**src/rtl/load_store_unit_if.sv**
```systemverilog
`default_nettype none
// ============================================================================
//  Module      : load_store_unit_if
//  Description : Request / response / memory-port bundle of the load-store
//                unit. The slave modport is the unit's view; the master
//                modport is the view of whoever drives requests and serves
//                the memory port.
//  Revision    : 1.0 - initial release
// ============================================================================
interface load_store_unit_if #(
    parameter int XLEN   = 32,
    parameter int ADDR_W = 8
);
    localparam int LANE_W = $clog2(XLEN / 8);

    logic                     req_valid;
    logic                     req_ready;
    logic                     req_write;
    logic [1:0]               req_size;
    logic                     req_unsigned;
    logic [ADDR_W-1:0]        req_addr;
    logic [XLEN-1:0]          req_wdata;
    logic                     rsp_valid;
    logic [XLEN-1:0]          rsp_rdata;
    logic                     rsp_misaligned;
    logic                     mem_re;
    logic                     mem_we;
    logic [ADDR_W-LANE_W-1:0] mem_addr;
    logic [XLEN-1:0]          mem_wdata;
    logic [XLEN-1:0]          mem_rdata;

    modport master (
        output req_valid, req_write, req_size, req_unsigned, req_addr,
               req_wdata, mem_rdata,
        input  req_ready, rsp_valid, rsp_rdata, rsp_misaligned,
               mem_re, mem_we, mem_addr, mem_wdata
    );

    modport slave (
        input  req_valid, req_write, req_size, req_unsigned, req_addr,
               req_wdata, mem_rdata,
        output req_ready, rsp_valid, rsp_rdata, rsp_misaligned,
               mem_re, mem_we, mem_addr, mem_wdata
    );
endinterface
`default_nettype wire

```
**src/rtl/load_store_unit.sv**
```systemverilog
`default_nettype none
// ============================================================================
//  Module      : load_store_unit
//  Description : Single-request load/store unit in front of a word-wide
//                synchronous memory. Handles byte/half/word accesses with
//                sign or zero extension, read-modify-write for sub-word
//                stores and misalignment faults.
//  Revision    : 1.0 - initial release
// ============================================================================
module load_store_unit #(
    parameter int XLEN   = 32,
    parameter int ADDR_W = 8
) (
    input  logic               clock,
    input  logic               reset,
    load_store_unit_if.slave   bus
);
    localparam int LANE_W = $clog2(XLEN / 8);

    typedef enum logic [2:0] {
        ST_IDLE = 3'd0,
        ST_RD   = 3'd1,
        ST_DATA = 3'd2,
        ST_WR   = 3'd3,
        ST_RESP = 3'd4
    } state_t;

    state_t              r_state;
    state_t              w_state_nxt;

    logic                r_write;
    logic [1:0]          r_size;
    logic                r_unsigned;
    logic [ADDR_W-1:0]   r_addr;
    logic [XLEN-1:0]     r_wdata;
    logic [XLEN-1:0]     r_rdata;
    logic                r_mis;

    logic                w_req_mis;
    logic [LANE_W-1:0]   w_req_lane;
    logic [LANE_W+2:0]   w_shamt;
    logic [XLEN-1:0]     w_rd_sh;
    logic [XLEN-1:0]     w_load;
    logic [XLEN-1:0]     w_bmask;
    logic [XLEN-1:0]     w_wmask;
    logic [XLEN-1:0]     w_merged;
    logic                w_mem_re;
    logic                w_mem_we;
    logic [XLEN-1:0]     w_mem_wdata;
    logic                w_rsp_upd;
    logic [XLEN-1:0]     w_rsp_rdata_nxt;
    logic                w_rsp_mis_nxt;

    // Fault detection on the incoming request, evaluated at accept time.
    always_comb begin
        w_req_lane = bus.req_addr[LANE_W-1:0];
        w_req_mis  = 1'b0;
        case (bus.req_size)
            2'd0:    w_req_mis = (w_req_lane != '0);
            2'd1:    w_req_mis = 1'b0;
            2'd2:    w_req_mis = bus.req_addr[0];
            default: w_req_mis = (XLEN == 32) || (bus.req_addr[1:0] != 2'b00);
        endcase
    end

    // Lane extraction/extension for loads and lane merge for sub-word stores.
    always_comb begin
        w_shamt = {r_addr[LANE_W-1:0], 3'b000};
        w_rd_sh = bus.mem_rdata >> w_shamt;
        case (r_size)
            2'd1: w_load = r_unsigned ? XLEN'(w_rd_sh[7:0])  : XLEN'($signed(w_rd_sh[7:0]));
            2'd2: w_load = r_unsigned ? XLEN'(w_rd_sh[15:0]) : XLEN'($signed(w_rd_sh[15:0]));
            2'd3: w_load = r_unsigned ? XLEN'(w_rd_sh[31:0]) : XLEN'($signed(w_rd_sh[31:0]));
            default: w_load = bus.mem_rdata;
        endcase
        case (r_size)
            2'd1:    w_bmask = XLEN'(8'hFF);
            2'd2:    w_bmask = XLEN'(16'hFFFF);
            2'd3:    w_bmask = XLEN'(32'hFFFF_FFFF);
            default: w_bmask = '1;
        endcase
        w_wmask  = w_bmask << w_shamt;
        w_merged = (bus.mem_rdata & ~w_wmask) | ((r_wdata << w_shamt) & w_wmask);
    end

    // Next-state and per-state strobes; the response registers are loaded
    // only on the edge that enters RESP so they hold between responses.
    always_comb begin
        w_state_nxt     = r_state;
        w_mem_re        = 1'b0;
        w_mem_we        = 1'b0;
        w_mem_wdata     = '0;
        w_rsp_upd       = 1'b0;
        w_rsp_rdata_nxt = '0;
        w_rsp_mis_nxt   = 1'b0;
        case (r_state)
            ST_IDLE: begin
                if (bus.req_valid) begin
                    if (w_req_mis) begin
                        w_state_nxt   = ST_RESP;
                        w_rsp_upd     = 1'b1;
                        w_rsp_mis_nxt = 1'b1;
                    end else if (bus.req_write && (bus.req_size == 2'd0)) begin
                        w_state_nxt = ST_WR;
                    end else begin
                        w_state_nxt = ST_RD;
                    end
                end
            end
            ST_RD: begin
                w_mem_re    = 1'b1;
                w_state_nxt = ST_DATA;
            end
            ST_DATA: begin
                w_rsp_upd = 1'b1;
                if (r_write) begin
                    w_mem_we    = 1'b1;
                    w_mem_wdata = w_merged;
                end else begin
                    w_rsp_rdata_nxt = w_load;
                end
                w_state_nxt = ST_RESP;
            end
            ST_WR: begin
                w_mem_we    = 1'b1;
                w_mem_wdata = r_wdata;
                w_rsp_upd   = 1'b1;
                w_state_nxt = ST_RESP;
            end
            ST_RESP: w_state_nxt = ST_IDLE;
            default: w_state_nxt = ST_IDLE;
        endcase
    end

    // State register.
    always_ff @(posedge clock) begin
        if (reset) r_state <= ST_IDLE;
        else       r_state <= w_state_nxt;
    end

    // Capture the request fields on the accept edge only.
    always_ff @(posedge clock) begin
        if (reset) begin
            r_write    <= 1'b0;
            r_size     <= 2'd0;
            r_unsigned <= 1'b0;
            r_addr     <= '0;
            r_wdata    <= '0;
        end else if ((r_state == ST_IDLE) && bus.req_valid) begin
            r_write    <= bus.req_write;
            r_size     <= bus.req_size;
            r_unsigned <= bus.req_unsigned;
            r_addr     <= bus.req_addr;
            r_wdata    <= bus.req_wdata;
        end
    end

    // Response data/fault registers.
    always_ff @(posedge clock) begin
        if (reset) begin
            r_rdata <= '0;
            r_mis   <= 1'b0;
        end else if (w_rsp_upd) begin
            r_rdata <= w_rsp_rdata_nxt;
            r_mis   <= w_rsp_mis_nxt;
        end
    end

    // Outputs are gated by reset so an aborted request never reaches memory.
    assign bus.req_ready      = (r_state == ST_IDLE) && !reset;
    assign bus.rsp_valid      = (r_state == ST_RESP) && !reset;
    assign bus.rsp_rdata      = reset ? '0 : r_rdata;
    assign bus.rsp_misaligned = r_mis && !reset;
    assign bus.mem_re         = w_mem_re && !reset;
    assign bus.mem_we         = w_mem_we && !reset;
    assign bus.mem_wdata      = reset ? '0 : w_mem_wdata;
    assign bus.mem_addr       = r_addr[ADDR_W-1:LANE_W];
endmodule
`default_nettype wire

```
**src/flat_wrapper.sv**
```systemverilog
// flat-port wrapper written by rule: the top's interface ports become plain ports
module load_store_unit_flat 
#(
    parameter int XLEN   = 32,
    parameter int ADDR_W = 8
)
  (clock, reset, bus_req_valid, bus_req_write, bus_req_size, bus_req_unsigned, bus_req_addr, bus_req_wdata, bus_mem_rdata, bus_req_ready, bus_rsp_valid, bus_rsp_rdata, bus_rsp_misaligned, bus_mem_re, bus_mem_we, bus_mem_addr, bus_mem_wdata);
  load_store_unit_if #(.XLEN(XLEN), .ADDR_W(ADDR_W)) bus_i ();
  input  logic clock;
  input  logic reset;
  input wire logic [$bits(bus_i.req_valid)-1:0] bus_req_valid;
  input wire logic [$bits(bus_i.req_write)-1:0] bus_req_write;
  input wire logic [$bits(bus_i.req_size)-1:0] bus_req_size;
  input wire logic [$bits(bus_i.req_unsigned)-1:0] bus_req_unsigned;
  input wire logic [$bits(bus_i.req_addr)-1:0] bus_req_addr;
  input wire logic [$bits(bus_i.req_wdata)-1:0] bus_req_wdata;
  input wire logic [$bits(bus_i.mem_rdata)-1:0] bus_mem_rdata;
  output wire logic [$bits(bus_i.req_ready)-1:0] bus_req_ready;
  output wire logic [$bits(bus_i.rsp_valid)-1:0] bus_rsp_valid;
  output wire logic [$bits(bus_i.rsp_rdata)-1:0] bus_rsp_rdata;
  output wire logic [$bits(bus_i.rsp_misaligned)-1:0] bus_rsp_misaligned;
  output wire logic [$bits(bus_i.mem_re)-1:0] bus_mem_re;
  output wire logic [$bits(bus_i.mem_we)-1:0] bus_mem_we;
  output wire logic [$bits(bus_i.mem_addr)-1:0] bus_mem_addr;
  output wire logic [$bits(bus_i.mem_wdata)-1:0] bus_mem_wdata;
  assign bus_i.req_valid = bus_req_valid;
  assign bus_i.req_write = bus_req_write;
  assign bus_i.req_size = bus_req_size;
  assign bus_i.req_unsigned = bus_req_unsigned;
  assign bus_i.req_addr = bus_req_addr;
  assign bus_i.req_wdata = bus_req_wdata;
  assign bus_i.mem_rdata = bus_mem_rdata;
  assign bus_req_ready = bus_i.req_ready;
  assign bus_rsp_valid = bus_i.rsp_valid;
  assign bus_rsp_rdata = bus_i.rsp_rdata;
  assign bus_rsp_misaligned = bus_i.rsp_misaligned;
  assign bus_mem_re = bus_i.mem_re;
  assign bus_mem_we = bus_i.mem_we;
  assign bus_mem_addr = bus_i.mem_addr;
  assign bus_mem_wdata = bus_i.mem_wdata;
  load_store_unit #(.XLEN(XLEN), .ADDR_W(ADDR_W)) u_core (.clock(clock), .reset(reset), .bus(bus_i));
endmodule
```
**config.mk**
```make
export PLATFORM = sky130hd
export DESIGN_NAME = load_store_unit_flat
export DESIGN_NICKNAME = d
export VERILOG_FILES = /design/src/rtl/load_store_unit_if.sv /design/src/rtl/load_store_unit.sv /design/src/flat_wrapper.sv
export SDC_FILE = /design/constraint.sdc
export NUM_CORES = 1
export LEC_CHECK = 0
export ABC_AREA = 1
export BUFFER_PORTS_ARGS = -buffer_cell sky130_fd_sc_hd__buf_2
export CAP_MARGIN = 5
export CORE_AREA = 2 2 106 108
export CTS_CLUSTER_SIZE = 40
export DETAILED_ROUTE_END_ITERATION = 10
export DIE_AREA = 0 0 108 110
export PLACE_DENSITY = 0.81
export SYNTH_ARGS = -nofsm -noshare
export SYNTH_HDL_FRONTEND = slang
export SYNTH_SLANG_ARGS = --single-unit
```
**constraint.sdc**
```tcl
create_clock -name clock -period 3.4 [get_ports clock]
set_clock_uncertainty 0.15 [all_clocks]
set_input_delay 0.68 -clock clock [delete_from_list [all_inputs] [get_ports clock]]
set_output_delay 0.68 -clock clock [all_outputs]
set_load 0.02 [all_outputs]
```
## Yosys cells after proc, flatten, opt, wreduce, memory -nomap -nowiden

Index checks and enable logic that the tools add are counted.

| storage, ports and cells | value |
|---|---|
| register bits | 80 |
| input bits | 79 |
| output and inout bits | 75 |
| logic and storage cells | 59 |

| operators by class | value |
|---|---|
| equality and inequality tests | 10 |
| shift-type cells | 3 |
| mux-type cells | 22 |
| bitwise logic cells | 4 |
| reduce and logical (&&, ||, !) cells | 12 |

Operator list:

| cell | number |
|---|---|
| 2-to-1 mux 32 bit | 7 |
| case mux 32 bit (2 select lines) | 2 |
| case mux 32 bit (3 select lines) | 1 |
| bitwise AND 32 bit | 2 |
| left shift 32 x 5 -> 32 bit | 2 |
| NOT 32 bit | 1 |
| OR 32 bit | 1 |
| >> shifter 32 x 5 -> 32 bit | 1 |
| case mux 3 bit (3 select lines) | 1 |
| logical AND 1 bit | 7 |
| equality test 2 bit (second input constant) | 3 |
| equality test 3 x 2 -> 1 bit (second input constant) | 2 |
| 2-to-1 mux 3 bit | 2 |
| 2-to-1 mux 1 bit | 5 |
| equality test 2 x 1 -> 1 bit (second input constant) | 2 |
| case mux 1 bit (2 select lines) | 2 |
| equality test 3 x 1 -> 1 bit (second input constant) | 1 |
| equality test 3 bit (second input constant) | 1 |
| logical NOT 3 bit | 1 |
| case mux 1 bit (3 select lines) | 1 |
| logical NOT 2 bit | 1 |
| 2-to-1 mux 2 bit | 1 |
| inequality test 2 bit (second input constant) | 1 |
| nonzero test 2 bit | 1 |
| other kinds (2) | 2 |

## Longest topological paths before layout

Gate-level depths: netlist of run 1.

| logic depth | value |
|---|---|
| depth after elaboration | 9 |
| gate-level depth with buffers | 10 |
| mapped depth without buffers | 10 |

## Least setup slack after synthesis of run 1

Ideal clock, no wire load.

| timing path | value |
|---|---|
| path kind | reg-to-output |
| start point | register u_core.r_size[0] |
| end point | output port bus_mem_wdata[24] |
| arrival | 1.591 ns |
| required time | 2.570 ns |
| path slack | 0.979 ns |
| stages on the path, launching flop included | 9 |
| path buffers | 0 |
| path through | dfxtp_1 > inv_1 > ha_1 > inv_1 > o21ai_2 > inv_4 > nand2_1 > nand2_1 > a21oi_1 |

| between the ends | value |
|---|---|
| longest elaborated chain between the ends | 9 |
| elaborated cells between the ends (all ways) | 11 |

Ends and longest elaborated chain:

| element | line | RTL |
|---|---|---|
| from (decl) | load_store_unit.sv:32 | `logic [1:0] r_size;` |
| from (signal assigned) | load_store_unit.sv:151 | `r_size <= bus.req_size;` |
| equality test 2 bit or equality test 2 x 1 -> 1 bit (tied branches) | load_store_unit.sv:76 | `case (r_size)` |
| case mux 32 bit (2 select lines) (*) | load_store_unit.sv:76 |  |
| left shift 32 x 5 -> 32 bit (*) | load_store_unit.sv:82 | `w_wmask = w_bmask << w_shamt;` |
| NOT 32 bit | load_store_unit.sv:83 | `w_merged = (bus.mem_rdata & ~w_wmask) \| ((r_wdata << w_shamt) & w_wmask);` |
| bitwise AND 32 bit | load_store_unit.sv:83 |  |
| OR 32 bit (*) | load_store_unit.sv:83 |  |
| 2-to-1 mux 32 bit (*) | load_store_unit.sv:116 | `if (r_write) begin` |
| case mux 32 bit (2 select lines) (*) | load_store_unit.sv:96 | `case (r_state)` |
| 2-to-1 mux 32 bit (*) | load_store_unit.sv:176 | `assign bus.mem_wdata = reset ? '0 : w_mem_wdata;` |
| to (decl) | flat_wrapper.sv:25 | `output wire logic [$bits(bus_i.mem_wdata)-1:0] bus_mem_wdata;` |

Mark *: on every way between the ends. The rest lies on a longest branch, timed or not.

## Worst setup path after layout of run 1

| timing path | value |
|---|---|
| start point | register u_core.r_size[1] |
| end point | output port bus_mem_wdata[31] |

Same word-level chain as after synthesis.

==> metrics.md, run 1 <==
| Metric | Value |
|---|---|
| Switching share of power | `0.3675` |
| Synthesized cell area | `0.005734 sq mm` |
| Leading area contributor after synthesis | `dfxtp_1` |
| Port Buffer Count | `153` |
| Synthesis-to-layout area growth | `15.43%` |
| Design Power | `2571 uW` |
| Clock power frac | `0.331` |
| Share of post-route cells with drive strength above 1 | `0.1981` |
| Final design utilization | `0.6187` |
| Power per cell area | `388.4 mW/mm^2` |
| Crit. End Element | `output pin` |
| Reg clk slew, reported paths | `0.10 ns` |
| Routed Antenna Nets | `0` |
| VDD IR-drop max | `0.2301 mV` |
| Worst rel slew slack | `0.3139` |
| Yosys reg bits | `80` |
| Largest cells by area after synthesis | `dfxtp_1 (28%), nand2_1 (18%), a21oi_1 (12%)` |
| RSZ-0062 raised after global routing | `no` |
| Width of the chip | `108 um` |
| Pre-antenna DRT Iters | `5` |
| Final GP Congestion | `0.9662` |
| PostCTS Resize Cnt | `0` |
| First-pass GRT wire length | `29,550 um` |
| P_int | `1626 uW` |
| CP required | `2.57 ns` |
| Commonest cells after routing, fill and taps aside | `nand2_1 (273), buf_2 (152), a21oi_1 (134), nand3_1 (110), inv_1 (82)` |
| Die H | `110 um` |
| TritonCTS clock tree | `done` |
| DR WL/cell | `15.49 um` |
| Clock Sink Count | `80` |
| ANT cells | `0` |
| Register area share after synthesis | `0.2793` |
| Initial core utilization | `0.5360` |
| Post-Syn Nets | `1,051` |
| Yosys warning count | `0` |
| Via count | `6,791` |
| Final setup violation count | `0` |
| Avg Inst Size Synth | `5.936 sq um` |
| Max Cap Viol | `0` |
| Final #Nets | `1,155` |
| Share of the synthesized area in the top cell type | `0.2793` |
| DR iter-0 viols | `504` |
| Clock buffer depth | `2` |
| Static Leakage | `0.003263 uW` |
| Top FF cell, synth | `dfxtp_1` |
| Cell total after placement | `1,199` |
| Initial antenna violation count | `0` |
| Setup slack after placement | `0.8101 ns` |
| Synth cell types | `30` |
| Vias per cell | `5.589` |
| Power share of the sequential group | `0.398` |
| Commonest non-fill, non-tap cell in the layout | `nand2_1` |
| Hold crit path type | `flop to flop` |
| Max Clock Freq | `0.3262 GHz` |
| Worst skew pair latency | `0.38 ns` |
| GRT Overall Usage | `0.3163` |
| Count of standard-cell rows | `38` |
| Die Area | `0.01188 sq mm` |
| Largest net degree at the start of global routing | `51` |
| WS Path Type | `flop to output pin` |
| Hold-fix buffers, CTS | `0` |
| I/O pin count | `154` |
| Grt ovf | `0` |
| Final wirelength | `18,820 um` |
| Fin Setup TNS | `0 ns` |
| Fin crit share | `0.9018` |
| Fin worst setup slack | `0.3339 ns` |
| Combinational power share | `0.271` |
| Share of flip-flops with an asynchronous set or reset | `0` |
| Root Driver | `clkbuf_8` |
| Switch Pwr | `944.9 uW` |
| Status | `finished clean` |
| Final hold viol count | `0` |
| Maximum fanout along the worst path | `9` |
| CTS Buf Count | `9` |
| Startpoint Class | `flop` |
| Placeable Area | `0.01070 sq mm` |
| Drc violations | `0` |
| Worst EP arrival | `2.24 ns` |
| Max-slew violation count | `0` |
| Worst-margin pin slew | `1.025 ns` |
| Max H-tree Level | `3` |
| Tmin final | `3.066 ns` |
| Non-Filler Instances | `1,215` |
| Vias in the first global route | `6,024` |
| Mapped Cells | `966` |
| Setup bufs post-CTS | `0` |
| Detail Placement HPWL | `13,640 um` |
| EDFF count, synth | `0` |
-- cell families after synthesis --
logic type,synth area share
buffers and inverters,0.1329
adder cells (fa/ha/maj),0.01309
AO/OA/AOI/OAI,0.2125
flip-flops,0.2793
AND/OR/NAND/NOR,0.3622
-- power groups by stage --
stage | logic (uW) | clock network, uW | registers (uW)
floorplan | 520 | 0 | 1030
global placement | 669 | 0 | 1040
detailed placement | 677 | 0 | 1040
global route | 777 | 892 | 1030
finish | 696 | 852 | 1020
CTS | 681 | 852 | 1020
-- layout make-up --
| cell class | instances | area, sq um |
|---|---|---|
| flip-flops and latches | 80 | 1603 |
| multi-input cells | 719 | 3371 |
| well taps | 140 | 175.2 |
| clock buffers | 9 | 123.9 |
| clock inverters | 7 | 106.4 |
| inverters | 93 | 354.1 |
| repair buffers | 167 | 885.9 |
| fillers | 1139 | 4079 |
-- state kept, by name, indices dropped and copies added, names as in the netlist --
register and cells:
u_core.r_wdata 32, u_core.r_rdata 32, u_core.r_addr 8, u_core.r_size 2, u_core.r_state 3, u_core.r_write 1
u_core.r_unsigned 1, u_core.r_mis 1
-- worst max-delay path: stages (launching register included) --
cell and delay [ns]:
dfxtp_1 0.42, inv_1 0.12, ha_1 0.30, inv_1 0.05, o21ai_2 0.33, inv_4 0.10
nand2_1 0.10, nand2_1 0.06, a21oi_1 0.18, buf_2 0.20
-- synth_stat cells (3+ instances only) --
master      n
inv_2       8
nor2_1     75
dfxtp_1    80
inv_1      82
buf_4      12
nor2_2      3
nand4_1     8
o21bai_1    7
o21ai_0    63
clkbuf_1   22
ha_1        6
buf_6       6
o21ai_1     4
nand3_1   110
a21oi_1   134
nand2_1   273
nand2_2     5
buf_2      32
nand3_2     4
o211ai_1   18
-- per-stage QoR --
stage	instance area, sq um	hold slack, ns
6_report	6619	0.3134
3_5_place_dp	6389	0.3029
4_1_cts	6619	0.3184
3_3_place_gp	6389	0.2980
5_1_grt	6619	0.3257
2_1_floorplan	5734	0.2896
-- final timing paths --
check	startpoint	endpoint	slack [ns]	depth (start not counted)
worst max-delay path	u_core.r_size[1]	bus_mem_wdata[31]	0.33	9
worst min-delay path	u_core.r_addr[7]	u_core.r_addr[7]	0.31	2
worst max register to register	u_core.r_addr[0]	u_core.r_rdata[26]	1.01	9
worst min register to register	u_core.r_addr[7]	u_core.r_addr[7]	0.31	2
-- layer usage --
layer | vias to the layer above | global-route usage | wire [um]
met2 | 389 | 0.5288 | 8706
met4 | 0 | 0.1300 | 656
met5 | - | 0 | 0
li1 | 3351 | - | -
met1 | 2995 | 0.4034 | 7534
met3 | 56 | 0.05820 | 1924
Power figures use the tool's default switching activity.
==> run 2, diff against run 1 <==
ABC_AREA = unset   (was 1)
CORE_AREA = 2 2 101 103   (was 2 2 106 108)
DIE_AREA = 0 0 103 105   (was 0 0 108 110)
PLACE_DENSITY = 0.83   (was 0.81)
RECOVER_POWER = 100   (was unset)
==> run 2 against run 1 <==
Net effect: the flow now finishes with violations (max-capacitance violations, max-slew violations); clock power down 19%; sequential power about the same; cell area down 8.3%; wire length down 11%; hold slack worse by 0.0052 ns; register-to-register slack worse by 0.63 ns; critical endpoint is now bus_mem_wdata[14]; largest power group unchanged.
==> metrics.md, run 2 <==
| Metric | Value |
|---|---|
| Synthesis-to-layout area growth | `16.31%` |
| Largest cells by area after synthesis | `dfxtp_1 (31%), mux2i_1 (11%), nand2_1 (9.4%)` |
| Final setup violation count | `0` |
| CP Cell Sequence | `inv_1 > ha_1 > or3_1 > a21oi_1 > or3_1 > a21oi_1 > clkbuf_2` |
| Worst r2r src | `u_core.r_addr[0]` |
| Maximum fanout along the worst path | `20` |
| Share of post-route cells with drive strength above 1 | `0.1761` |
| Port Buffer Count | `153` |
| Final hold viol count | `0` |
| GRT Overall Usage | `0.3017` |
| Crit. End Element | `output pin` |
| Clock Sink Count | `80` |
| Crit path max-delay family | `adder cells` |
| Reg-to-Reg End | `u_core.r_rdata[26]` |
| Synth cell types | `53` |
| CP max-delay cell | `ha_1` |
| Worst EP arrival | `2.43 ns` |
| Final GP Congestion | `0.9719` |
| Die Area | `0.01082 sq mm` |
| Detail Placement HPWL | `12,510 um` |
| DR WL/cell | `17.82 um` |
| Largest net degree at the start of global routing | `56` |
| Yosys reg bits | `80` |
| Final #Nets | `894` |
| Post-Syn Nets | `776` |
| Max-slew violation count | `46` |
| Root Driver | `clkbuf_8` |
| TritonCTS clock tree | `done` |
| VDD IR-drop max | `0.2117 mV` |
| Vias per cell | `5.997` |
| Synthesized cell area | `0.005218 sq mm` |
| Yosys warning count | `0` |
| Fin crit share | `0.9594` |
| Status | `finished with violations` |
| CP required | `2.57 ns` |
| WP depth | `7` |
| Commonest cells after routing, fill and taps aside | `nand2_1 (130), buf_2 (80), dfxtp_1 (78), a21oi_1 (73), mux2i_1 (56)` |
| Synth cell count leaders | `nand2_1 (130), dfxtp_1 (80), a21oi_1 (72), mux2i_1 (56), o21ai_0 (47)` |
| Fin Setup TNS | `0 ns` |
| Biggest regs | `u_core.r_rdata x32, u_core.r_wdata x32, u_core.r_addr x8` |
| Static Leakage | `0.002367 uW` |
| Worst Setup EP | `bus_mem_wdata[14]` |
| WS Path Type | `flop to output pin` |
| Worst-margin pin slew | `1.919 ns` |
| I/O pin count | `154` |
| Register area share after synthesis | `0.3070` |
| Placeable Area | `0.009639 sq mm` |
| Worst R2R Setup Slack | `0.38 ns` |
| Die H | `105 um` |
| Mapped Cells | `691` |
| CP max stage delay | `0.55 ns` |
| Drc violations | `0` |
| Commonest non-fill, non-tap cell in the layout | `nand2_1` |
| Vias in the first global route | `5,154` |
| CTS Buf Count | `9` |
| First-pass GRT wire length | `25,620 um` |
| Buf/Inv on CP | `2` |
| Most frequent cell after synthesis | `nand2_1` |
| Final wirelength | `16,840 um` |
| Cell total after placement | `930` |
| Crit path from | `u_core.r_size[1]` |
| Startpoint Class | `flop` |
| Grt ovf | `0` |
| Width of the chip | `103 um` |
| R2R depth | `5` |
| Power per cell area | `370.1 mW/mm^2` |
| EDFF count, synth | `0` |
| Worst skew pair latency | `0.36 ns` |
| Non-Filler Instances | `945` |
| Tmin final | `3.262 ns` |
| Count of standard-cell rows | `36` |
| Max H-tree Level | `3` |
| Failing checks | `max-capacitance violations, max-slew violations` |
| Hold-fix buffers, CTS | `0` |
| Share of the synthesized area in the top cell type | `0.3070` |
| Max Cap Viol | `1` |
| Share of flip-flops with an asynchronous set or reset | `0` |
| Reg clk slew, reported paths | `0.09 ns` |
| Initial antenna violation count | `0` |
| DR iter-0 viols | `521` |
| Fillers | `902` |
| Hold crit path type | `flop to flop` |
| Clock buffer depth | `2` |
| Avg Inst Size Synth | `7.551 sq um` |
| ANT cells | `0` |
| Pre-antenna DRT Iters | `6` |
| Initial core utilization | `0.5413` |
| Worst rel slew slack | `-0.2793` |
| Leading area contributor after synthesis | `dfxtp_1` |
| Routed Antenna Nets | `0` |
| Top FF cell, synth | `dfxtp_1` |
| Via count | `5,667` |
| RSZ-0062 raised after global routing | `no` |
| Max Clock Freq | `0.3066 GHz` |
run 2: cell families after synthesis:
group           after synthesis  share of synthesized area
buf+inv                     100                    0.08681
compound gates              207                     0.2595
fa+ha+maj                     6                    0.01439
mux                          57                     0.1118
simple gates                241                     0.2206
flops                        80                     0.3070
run 2: routing by layer:
metal | part of all wire | global-route usage | vias up | routed length, um
li1 | - | - | 2662 | -
met3 | 0.10 | 0.05819 | 54 | 1717
met1 | 0.40 | 0.4061 | 2605 | 6809
met5 | 0 | 0 | - | 0
met4 | 0.040 | 0.1391 | 0 | 675
met2 | 0.45 | 0.4610 | 346 | 7642
run 2: cell type report:
class	count	area, sq um	area share
well taps	133	166.4	0.02742
clock buffers	9	123.9	0.02041
clock inverters	5	58.81	0.009691
repair buffers	170	833.3	0.1373
flip-flops and latches	80	1604	0.2643
inverters	37	138.9	0.02289
multi-input cells	511	3143	0.5179
run 2: how the worst min path moves through the flow:
| stage | slack, ns | end | from | depth (start not counted) |
|---|---|---|---|---|
| CTS | 0.31 | u_core.r_addr[7] | u_core.r_addr[7] | 2 |
| global route | 0.33 | u_core.r_mis | u_core.r_mis | 2 |
| floorplan | 0.28 | u_core.r_mis | u_core.r_mis | 2 |
| global placement | 0.29 | u_core.r_addr[5] | u_core.r_addr[5] | 2 |
| finish | 0.31 | u_core.r_addr[2] | u_core.r_addr[2] | 2 |
| detailed placement | 0.30 | u_core.r_addr[7] | u_core.r_addr[7] | 2 |
run 2: worst min-delay path: stages, from the launching register on:
cell     delay [ns]
dfxtp_1        0.32
nand2_1        0.05
a21oi_1        0.05
run 2: power by group:
part / switching, uW / internal (uW) / leakage, uW
combinational: 315 / 203 / 0.00163
sequential: 54.9 / 981 / 0.000653
clock: 359 / 332 / 0.0000876
run 2: repair_timing:
action / in CTS / in global routing
gates resized for setup: 0 / 1
setup buffers: 0 / 1
endpoints found under the setup margin: 0 / 10
run 2: through the flow:
step	total power, uW	cell area (sq um)	hold slack [ns]	setup slack [ns]	utilization
floorplan	1403	5218	0.2818	0.2163	-
global placement	1540	5967	0.2904	0.4293	0.6190
detailed placement	1560	5967	0.2983	0.3780	0.6190
CTS	2238	6150	0.3104	0.06347	0.6380
global route	2339	6068	0.3300	0.009510	0.6295
finish	2246	6068	0.3082	0.1379	0.6295
